`src/rtl/ex_muldiv.sv`:
```
// Iterative multiply/divide unit: radix-2 shift-add multiplier and restoring divider behind a valid/ready issue port.
// Define DIAD_EX_DIV_EN to build the divider; without it every divide op completes immediately with result 0, V=1.
module ex_muldiv #(
    parameter int W     = 24,
    parameter int TGT_W = 4
) (
    input  logic             iw_clk,
    input  logic             iw_rst,
    input  logic             iw_valid,
    output logic             ow_ready,
    input  logic [2:0]       iw_op,
    input  logic [W-1:0]     iw_a,
    input  logic [W-1:0]     iw_b,
    input  logic [TGT_W-1:0] iw_tgt_gp,
    input  logic             iw_flush,
    output logic             ow_valid,
    output logic [W-1:0]     ow_result,
    output logic [TGT_W-1:0] ow_tgt_gp,
    output logic [3:0]       ow_fl
);

    // state  | meaning
    // IDLE   | waiting for an op
    // MUL    | shift-add iterations, one multiplier bit per cycle
    // DIV    | restoring iterations, one quotient bit per cycle
    // DONE   | result presented with ow_valid; may accept the next op
    localparam int CW = $clog2(W + 1);

    typedef enum logic [1:0] {
        S_IDLE = 2'd0,
        S_MUL  = 2'd1,
`ifdef DIAD_EX_DIV_EN
        S_DIV  = 2'd2,
`endif
        S_DONE = 2'd3
    } state_t;

    state_t           state;
    logic [CW-1:0]    count;
    logic [2*W-1:0]   acc;
    logic [W-1:0]     opnd_q;
    logic [TGT_W-1:0] tgt_q;
    logic             sel_hi_q;
    logic             sgn_q;
    logic             neg_q;

    logic           a_neg, b_neg;
    logic [W-1:0]   a_mag, b_mag;
    logic           fast;
    logic [W-1:0]   fast_res;
    logic [W:0]     mul_sum;
    logic [2*W-1:0] mul_nx, prod_s;
    logic [W-1:0]   mul_hi, mul_lo, mul_res;
    logic           mul_c;

    assign ow_ready = ((state == S_IDLE) || (state == S_DONE)) && !iw_rst;

    assign a_neg = iw_op[1] & iw_a[W-1];
    assign b_neg = iw_op[1] & iw_b[W-1];
    assign a_mag = a_neg ? -iw_a : iw_a;
    assign b_mag = b_neg ? -iw_b : iw_b;

    // Multiplier: acc holds {partial product, remaining multiplier bits}
    assign mul_sum = {1'b0, acc[2*W-1:W]} + (acc[0] ? {1'b0, opnd_q} : {(W+1){1'b0}});
    assign mul_nx  = {mul_sum, acc[W-1:1]};
    assign prod_s  = neg_q ? -mul_nx : mul_nx;
    assign mul_hi  = prod_s[2*W-1:W];
    assign mul_lo  = prod_s[W-1:0];
    assign mul_res = sel_hi_q ? mul_hi : mul_lo;
    assign mul_c   = sgn_q ? (mul_hi != {W{mul_lo[W-1]}}) : (mul_hi != '0);

`ifdef DIAD_EX_DIV_EN
    logic           rneg_q;
    logic [W:0]     trial;
    logic           div_ge;
    logic [W-1:0]   rem_nx, quo_nx, div_res;
    logic [2*W-1:0] div_nx;
    logic           div_zero, div_ovf;

    // Divider: acc holds {partial remainder, dividend bits shifting into quotient}
    assign trial   = {acc[2*W-1:W], acc[W-1]};
    assign div_ge  = trial >= {1'b0, opnd_q};
    assign rem_nx  = div_ge ? (trial[W-1:0] - opnd_q) : trial[W-1:0];
    assign quo_nx  = {acc[W-2:0], div_ge};
    assign div_nx  = {rem_nx, quo_nx};
    assign div_res = sel_hi_q ? (rneg_q ? -rem_nx : rem_nx) : (neg_q ? -quo_nx : quo_nx);

    assign div_zero = (iw_b == '0);
    assign div_ovf  = iw_op[1] & (iw_a == {1'b1, {(W-1){1'b0}}}) & (&iw_b);
    assign fast     = iw_op[2] & (div_zero | div_ovf);
    assign fast_res = div_zero ? (iw_op[0] ? iw_a : '1) : (iw_op[0] ? '0 : iw_a);
`else
    assign fast     = iw_op[2];
    assign fast_res = '0;
`endif

    always_ff @(posedge iw_clk) begin
        if (iw_rst) begin
            state     <= S_IDLE;
            count     <= '0;
            acc       <= '0;
            opnd_q    <= '0;
            tgt_q     <= '0;
            sel_hi_q  <= 1'b0;
            sgn_q     <= 1'b0;
            neg_q     <= 1'b0;
`ifdef DIAD_EX_DIV_EN
            rneg_q    <= 1'b0;
`endif
            ow_valid  <= 1'b0;
            ow_result <= '0;
            ow_tgt_gp <= '0;
            ow_fl     <= '0;
        end else begin
            ow_valid <= 1'b0;
            if (iw_flush) begin
                state <= S_IDLE;
            end else begin
                case (state)
                    S_IDLE, S_DONE: begin
                        state <= S_IDLE;
                        if (iw_valid) begin
                            count    <= CW'(W);
                            tgt_q    <= iw_tgt_gp;
                            sel_hi_q <= iw_op[0];
                            sgn_q    <= iw_op[1];
                            neg_q    <= a_neg ^ b_neg;
`ifdef DIAD_EX_DIV_EN
                            rneg_q   <= a_neg;
`endif
                            if (fast) begin
                                state     <= S_DONE;
                                ow_valid  <= 1'b1;
                                ow_result <= fast_res;
                                ow_tgt_gp <= iw_tgt_gp;
                                ow_fl     <= {1'b1, fast_res[W-1], 1'b0, fast_res == '0};
                            end
`ifdef DIAD_EX_DIV_EN
                            else if (iw_op[2]) begin
                                state  <= S_DIV;
                                acc    <= {{W{1'b0}}, a_mag};
                                opnd_q <= b_mag;
                            end
`endif
                            else begin
                                state  <= S_MUL;
                                acc    <= {{W{1'b0}}, b_mag};
                                opnd_q <= a_mag;
                            end
                        end
                    end
                    S_MUL: begin
                        acc   <= mul_nx;
                        count <= count - CW'(1);
                        if (count == CW'(1)) begin
                            state     <= S_DONE;
                            ow_valid  <= 1'b1;
                            ow_result <= mul_res;
                            ow_tgt_gp <= tgt_q;
                            ow_fl     <= {1'b0, mul_res[W-1], mul_c, mul_res == '0};
                        end
                    end
`ifdef DIAD_EX_DIV_EN
                    S_DIV: begin
                        acc   <= div_nx;
                        count <= count - CW'(1);
                        if (count == CW'(1)) begin
                            state     <= S_DONE;
                            ow_valid  <= 1'b1;
                            ow_result <= div_res;
                            ow_tgt_gp <= tgt_q;
                            ow_fl     <= {1'b0, div_res[W-1], 1'b0, div_res == '0};
                        end
                    end
`endif
                    default: state <= S_IDLE;
                endcase
            end
        end
    end

endmodule
```
`config.mk`:
```
export PLATFORM = sky130hd
export DESIGN_NAME = ex_muldiv
export DESIGN_NICKNAME = d
export VERILOG_FILES = /design/src/rtl/ex_muldiv.sv
export SDC_FILE = /design/constraint.sdc
export NUM_CORES = 1
export LEC_CHECK = 0
export CORE_ASPECT_RATIO = 1.5
export CORE_MARGIN = 8
export CORE_UTILIZATION = 53
export DETAILED_ROUTE_END_ITERATION = 7
export GPL_TIMING_DRIVEN = 1
export PLACE_DENSITY = 0.9
export SETUP_SLACK_MARGIN = 0.5
export SLEW_MARGIN = 5
export SYNTH_ARGS = -nofsm -noshare
export SYNTH_HDL_FRONTEND = slang
export SYNTH_SLANG_ARGS = --single-unit
```
`constraint.sdc`:
```
create_clock -name iw_clk -period 4.3 [get_ports iw_clk]
set_input_delay 0.86 -clock iw_clk [delete_from_list [all_inputs] [get_ports iw_clk]]
set_output_delay 0.86 -clock iw_clk [all_outputs]
set_load 0.05 [all_outputs]
```
==> impl_metrics.tcl <==
set metrics [dict create \
    outcome "finished, violations left" \
    failing_checks "setup timing" \
    layout.nets 1465 \
    worst_setup_path_start_kind "flop" \
    power_leakage_nw 4.36 \
    max_slew.worst_pin.slew_ns 1.26 \
    fmax_mhz 223 \
    worst_hold_path_stage_count 2 \
    critical_path_arrival_ns 4.83 \
    grt_antenna_before_repair 0 \
    dieWidth_um 122 \
    worst_ir_drop_vdd_uv 208 \
    max_cap_violations 0 \
    critPathMaxStageDelay_ns 0.49 \
    routed-via-count 10600 \
    setup_viol 3 \
    reg2reg_to "ow_fl[0]$_SDFFE_PP0P_" \
    grt_remaining_overflow 0 \
    drt-initial-drc-count 1310 \
    clock_insertion_delay_worst_skew_ns 0.44 \
    max-slew-margin-rel_pct 16.0 \
    required_ns 4.65 \
    crit_path_max_fanout 6 \
    synth.ff_latch_count 118 \
    antenna_diode_count 0 \
    cts_made_buffers 17 \
    period_needed_ns 4.48 \
    final_cells 1596 \
    place_ws_ns -0.112 \
    cts_buffer_depth 2 \
    hold_end "opnd_q[14]$_SDFFE_PP0P_" \
    hold_crit_path_type "flop to flop" \
    drt_pass1_iterations 7 \
    power-per-cell-area_nw_per_um2 283 \
    place.gp.congestion 0.971 \
    tritoncts "done" \
    drv_slew 0 \
    fin_ws_ns -0.183 \
    placed_cells 1547 \
    synthesis.area_um2 8920 \
    kind_of_critical_path "flop to flop" \
    clkSinkCount 118 \
    detailed_place.area_um2 10600 \
    avgRoutedWirePerCell_um 20.9 \
    critical_path.cell_chain "and2_4, ha_4, fa_2, a211oi_4, buf_4, nor2_2, o311ai_2, buf_4, o21a_1, nand3_1, o41ai_1, xnor2_1, a21oi_1, nand4_1, or4_1, o32ai_2" \
    initial_core_util_pct 53.7 \
    design.die.area_um2 21300 \
    setup_total_negative_slack_ns -0.281 \
    worstRegToRegCells 16 \
    clock_skew_ns 0.0129 \
    syn2layout_area_growth_pct 33.0 \
    synth_largest_type_area_fraction_pct 26.5 \
    fp.coreArea_um2 16600 \
    count_of_input_and_output_buffers 92 \
    launching_point_of_the_worst_reg2reg_path "acc[0]$_SDFFE_PP0P_" \
    global_route.usage.total_pct 29.4 \
    finish.instance_area_um2 11900 \
    synthesis.instances 1225 \
    post_detail_place_hpwl_um 21600 \
    reg2reg_slack_ns -0.18 \
    synth_cell_types 76 \
    htree_levels 4 \
    core.rowCount 58 \
    critical-path-top-cell-by-count "sky130_fd_sc_hd__buf_4" \
    grt_start_max_net_pins 66 \
    final_min_period_over_clock_period_pct 104 \
    final_layout_size_suffix_gt1_share_pct 18.0 \
    netlist_top_cells_area "sky130_fd_sc_hd__dfxtp_1 26%, sky130_fd_sc_hd__a21oi_1 6.7%, sky130_fd_sc_hd__nand2_1 6.6%, sky130_fd_sc_hd__nor2_1 6.1%, sky130_fd_sc_hd__xnor2_1 5.8%" \
    post_synth_edffs 0 \
    fp.dieH_um 175 \
    clock-root-buffer "sky130_fd_sc_hd__clkbuf_16" \
    rsz_0062_raised_after_global_routing "true" \
    timing.critical_path.to_type "flop" \
    power_w 0.00335 \
    finalWirelength_um 33400 \
    synth.yosys.seq_area_share_pct 26.5 \
    global_route_wire_length_before_repair_um 50600 \
    crit_slowest_cell "sky130_fd_sc_hd__or4_1" \
    ys_async_sr_fraction_pct 0 \
    boundaryPins 93 \
    final_hold_viol_count 0 \
    routed_via_density 6.61 \
    vias_in_the_first_global_route 10300 \
    yosys_warnings 0 \
    route.antenna.remaining_nets 0 \
    cell_type_with_the_largest_total_area_after_synthesis "sky130_fd_sc_hd__dfxtp_1" \
    post-route-drc-count 0 \
    min-delay-start "opnd_q[14]$_SDFFE_PP0P_" \
    clk_transition_reported_paths_ns 0.06 \
    dominantRegCellSynth "sky130_fd_sc_hd__dfxtp_1" \
    syn_avg_cell_area_um2 7.28 \
    syn-num-nets 1316 \
]
cells in the mapped netlist, drive strengths merged, types with 5 or more instances:
cell and instances:
a211o 5, a211oi 30, a21o 10, a21oi 119, a22oi 45, a311oi 7, a31oi 8, and2 31
and3 7, buf 11, clkbuf 61, dfxtp 118, ha 31, inv 20, nand2 158, nand2b 11
nand3 24, nand3b 5, nand4 12, nor2 145, nor3 31, nor4 15, o211ai 10, o21a 6
o21ai 75, o31ai 17, o41ai 14, or2 8, or3 20, or4 11, xnor2 59, xor2 44
where the power goes:
part	switching (W)	leakage, nW	total [W]	internal [W]
clock network	0.000570	0.279	0.00143	0.000864
registers	0.0000349	0.958	0.00116	0.00113
logic	0.000445	3.12	0.000754	0.000309
critical path: cells and delay by family (launching register included):
family / cells / cell delay (ns)
buffers and inverters: 2 / 0.38
AO/OA/AOI/OAI: 6 / 1.84
flip-flops: 1 / 0.37
AND/OR/NAND/NOR: 5 / 1.01
adder cells (fa/ha/maj): 2 / 0.58
XOR/XNOR: 1 / 0.20
cell type report:
cell class | count | area (um^2)
tap | 210 | 263
clock inverter | 12 | 130
sequential | 118 | 2370
multi-input combinational | 1015 | 6820
inverter | 20 | 75.1
timing repair buffer | 202 | 1760
clock buffer | 19 | 443
fill | 1182 | 4760
cells by family after synthesis:
family,after synthesis,synth area share [%]
flip-flops,118,26.5
multiplexers,4,0.463
adder cells (fa/ha/maj),32,4.57
XOR/XNOR,103,10.1
AND/OR/NAND/NOR,494,26.5
buffers and inverters,92,3.97
AO/OA/AOI/OAI,382,27.9
stage by stage:
| step | hold WS [ns] | util, % |
|---|---|---|
| after floorplan | 0.427 | - |
| after global placement | 0.438 | 64.0 |
| after detailed placement | 0.443 | 64.0 |
| after CTS | 0.456 | 69.2 |
| after global routing | 0.472 | 71.4 |
| final | 0.456 | 71.4 |
registers in the layout, summed over array words and instances, names as in the netlist, 2 cells and up:
| register | flops |
|---|---|
| acc | 48 |
| tgt_q | 4 |
| ow_fl | 4 |
| ow_tgt_gp | 4 |
| opnd_q | 24 |
| state | 2 |
| ow_result | 23 |
| count | 5 |
worst max-delay path by stage:
stage	depth (start not counted)	slack, ns	from	to
floorplan	16	0.18	acc[0]$_SDFFE_PP0P_	ow_fl[1]$_SDFFE_PP0P_
global placement	16	-0.04	acc[0]$_SDFFE_PP0P_	ow_fl[1]$_SDFFE_PP0P_
detailed placement	16	-0.11	acc[0]$_SDFFE_PP0P_	ow_fl[1]$_SDFFE_PP0P_
CTS	13	0.14	acc[0]$_SDFFE_PP0P_	ow_fl[0]$_SDFFE_PP0P_
global route	16	-0.22	acc[0]$_SDFFE_PP0P_	ow_fl[0]$_SDFFE_PP0P_
finish	16	-0.18	acc[0]$_SDFFE_PP0P_	ow_fl[0]$_SDFFE_PP0P_
layer usage:
| metal | routed length (um) | global-route usage (%) | share of wire, % | vias to the layer above |
|---|---|---|---|---|
| met3 | 2290 | 5.82 | 6.9 | 252 |
| met1 | 11400 | 29.2 | 34 | 4911 |
| met5 | 0 | 0 | 0 | - |
| met2 | 16400 | 49.6 | 49 | 633 |
| met4 | 3350 | 27.8 | 10 | 0 |
| li1 | - | - | - | 4758 |
cells in the final DEF (no fill, tap or decap), types with 6 or more instances in the layout:
cell,synthesis,final
sky130_fd_sc_hd__and2_1,31,26
sky130_fd_sc_hd__and3_1,7,7
sky130_fd_sc_hd__a211oi_1,28,26
sky130_fd_sc_hd__inv_1,20,20
sky130_fd_sc_hd__clkbuf_16,0,17
sky130_fd_sc_hd__a22oi_1,45,43
sky130_fd_sc_hd__nor4_1,13,9
sky130_fd_sc_hd__o21ai_0,71,65
sky130_fd_sc_hd__clkdlybuf4s50_1,0,91
sky130_fd_sc_hd__nand3_1,23,23
sky130_fd_sc_hd__o211ai_1,10,10
sky130_fd_sc_hd__or4_4,2,6
sky130_fd_sc_hd__buf_4,1,108
sky130_fd_sc_hd__or3_1,19,17
sky130_fd_sc_hd__xor2_1,44,40
sky130_fd_sc_hd__xnor2_1,59,52
sky130_fd_sc_hd__xnor2_2,0,7
sky130_fd_sc_hd__nor3_1,30,30
sky130_fd_sc_hd__nand2_1,157,155
sky130_fd_sc_hd__ha_4,0,9
sky130_fd_sc_hd__o31ai_1,17,13
sky130_fd_sc_hd__a21o_1,10,10
sky130_fd_sc_hd__dfxtp_1,118,117
sky130_fd_sc_hd__or2_2,8,7
sky130_fd_sc_hd__a31oi_1,8,8
sky130_fd_sc_hd__a21oi_2,0,7
sky130_fd_sc_hd__a21oi_1,119,111
sky130_fd_sc_hd__nand4_1,11,11
sky130_fd_sc_hd__o21ai_1,4,8
sky130_fd_sc_hd__nor2_1,145,142
sky130_fd_sc_hd__o41ai_1,13,8
sky130_fd_sc_hd__ha_1,31,21
sky130_fd_sc_hd__nand2b_1,11,11
repair_timing:
action / in CTS / in global routing
hold buffers: 0 / 0
gates resized for setup: 37 / 54
buffers inserted: 14 / 4
setup endpoints to repair: 10 / 12
pin swaps: 20 / 28
(Power assumes the default switching activity.)
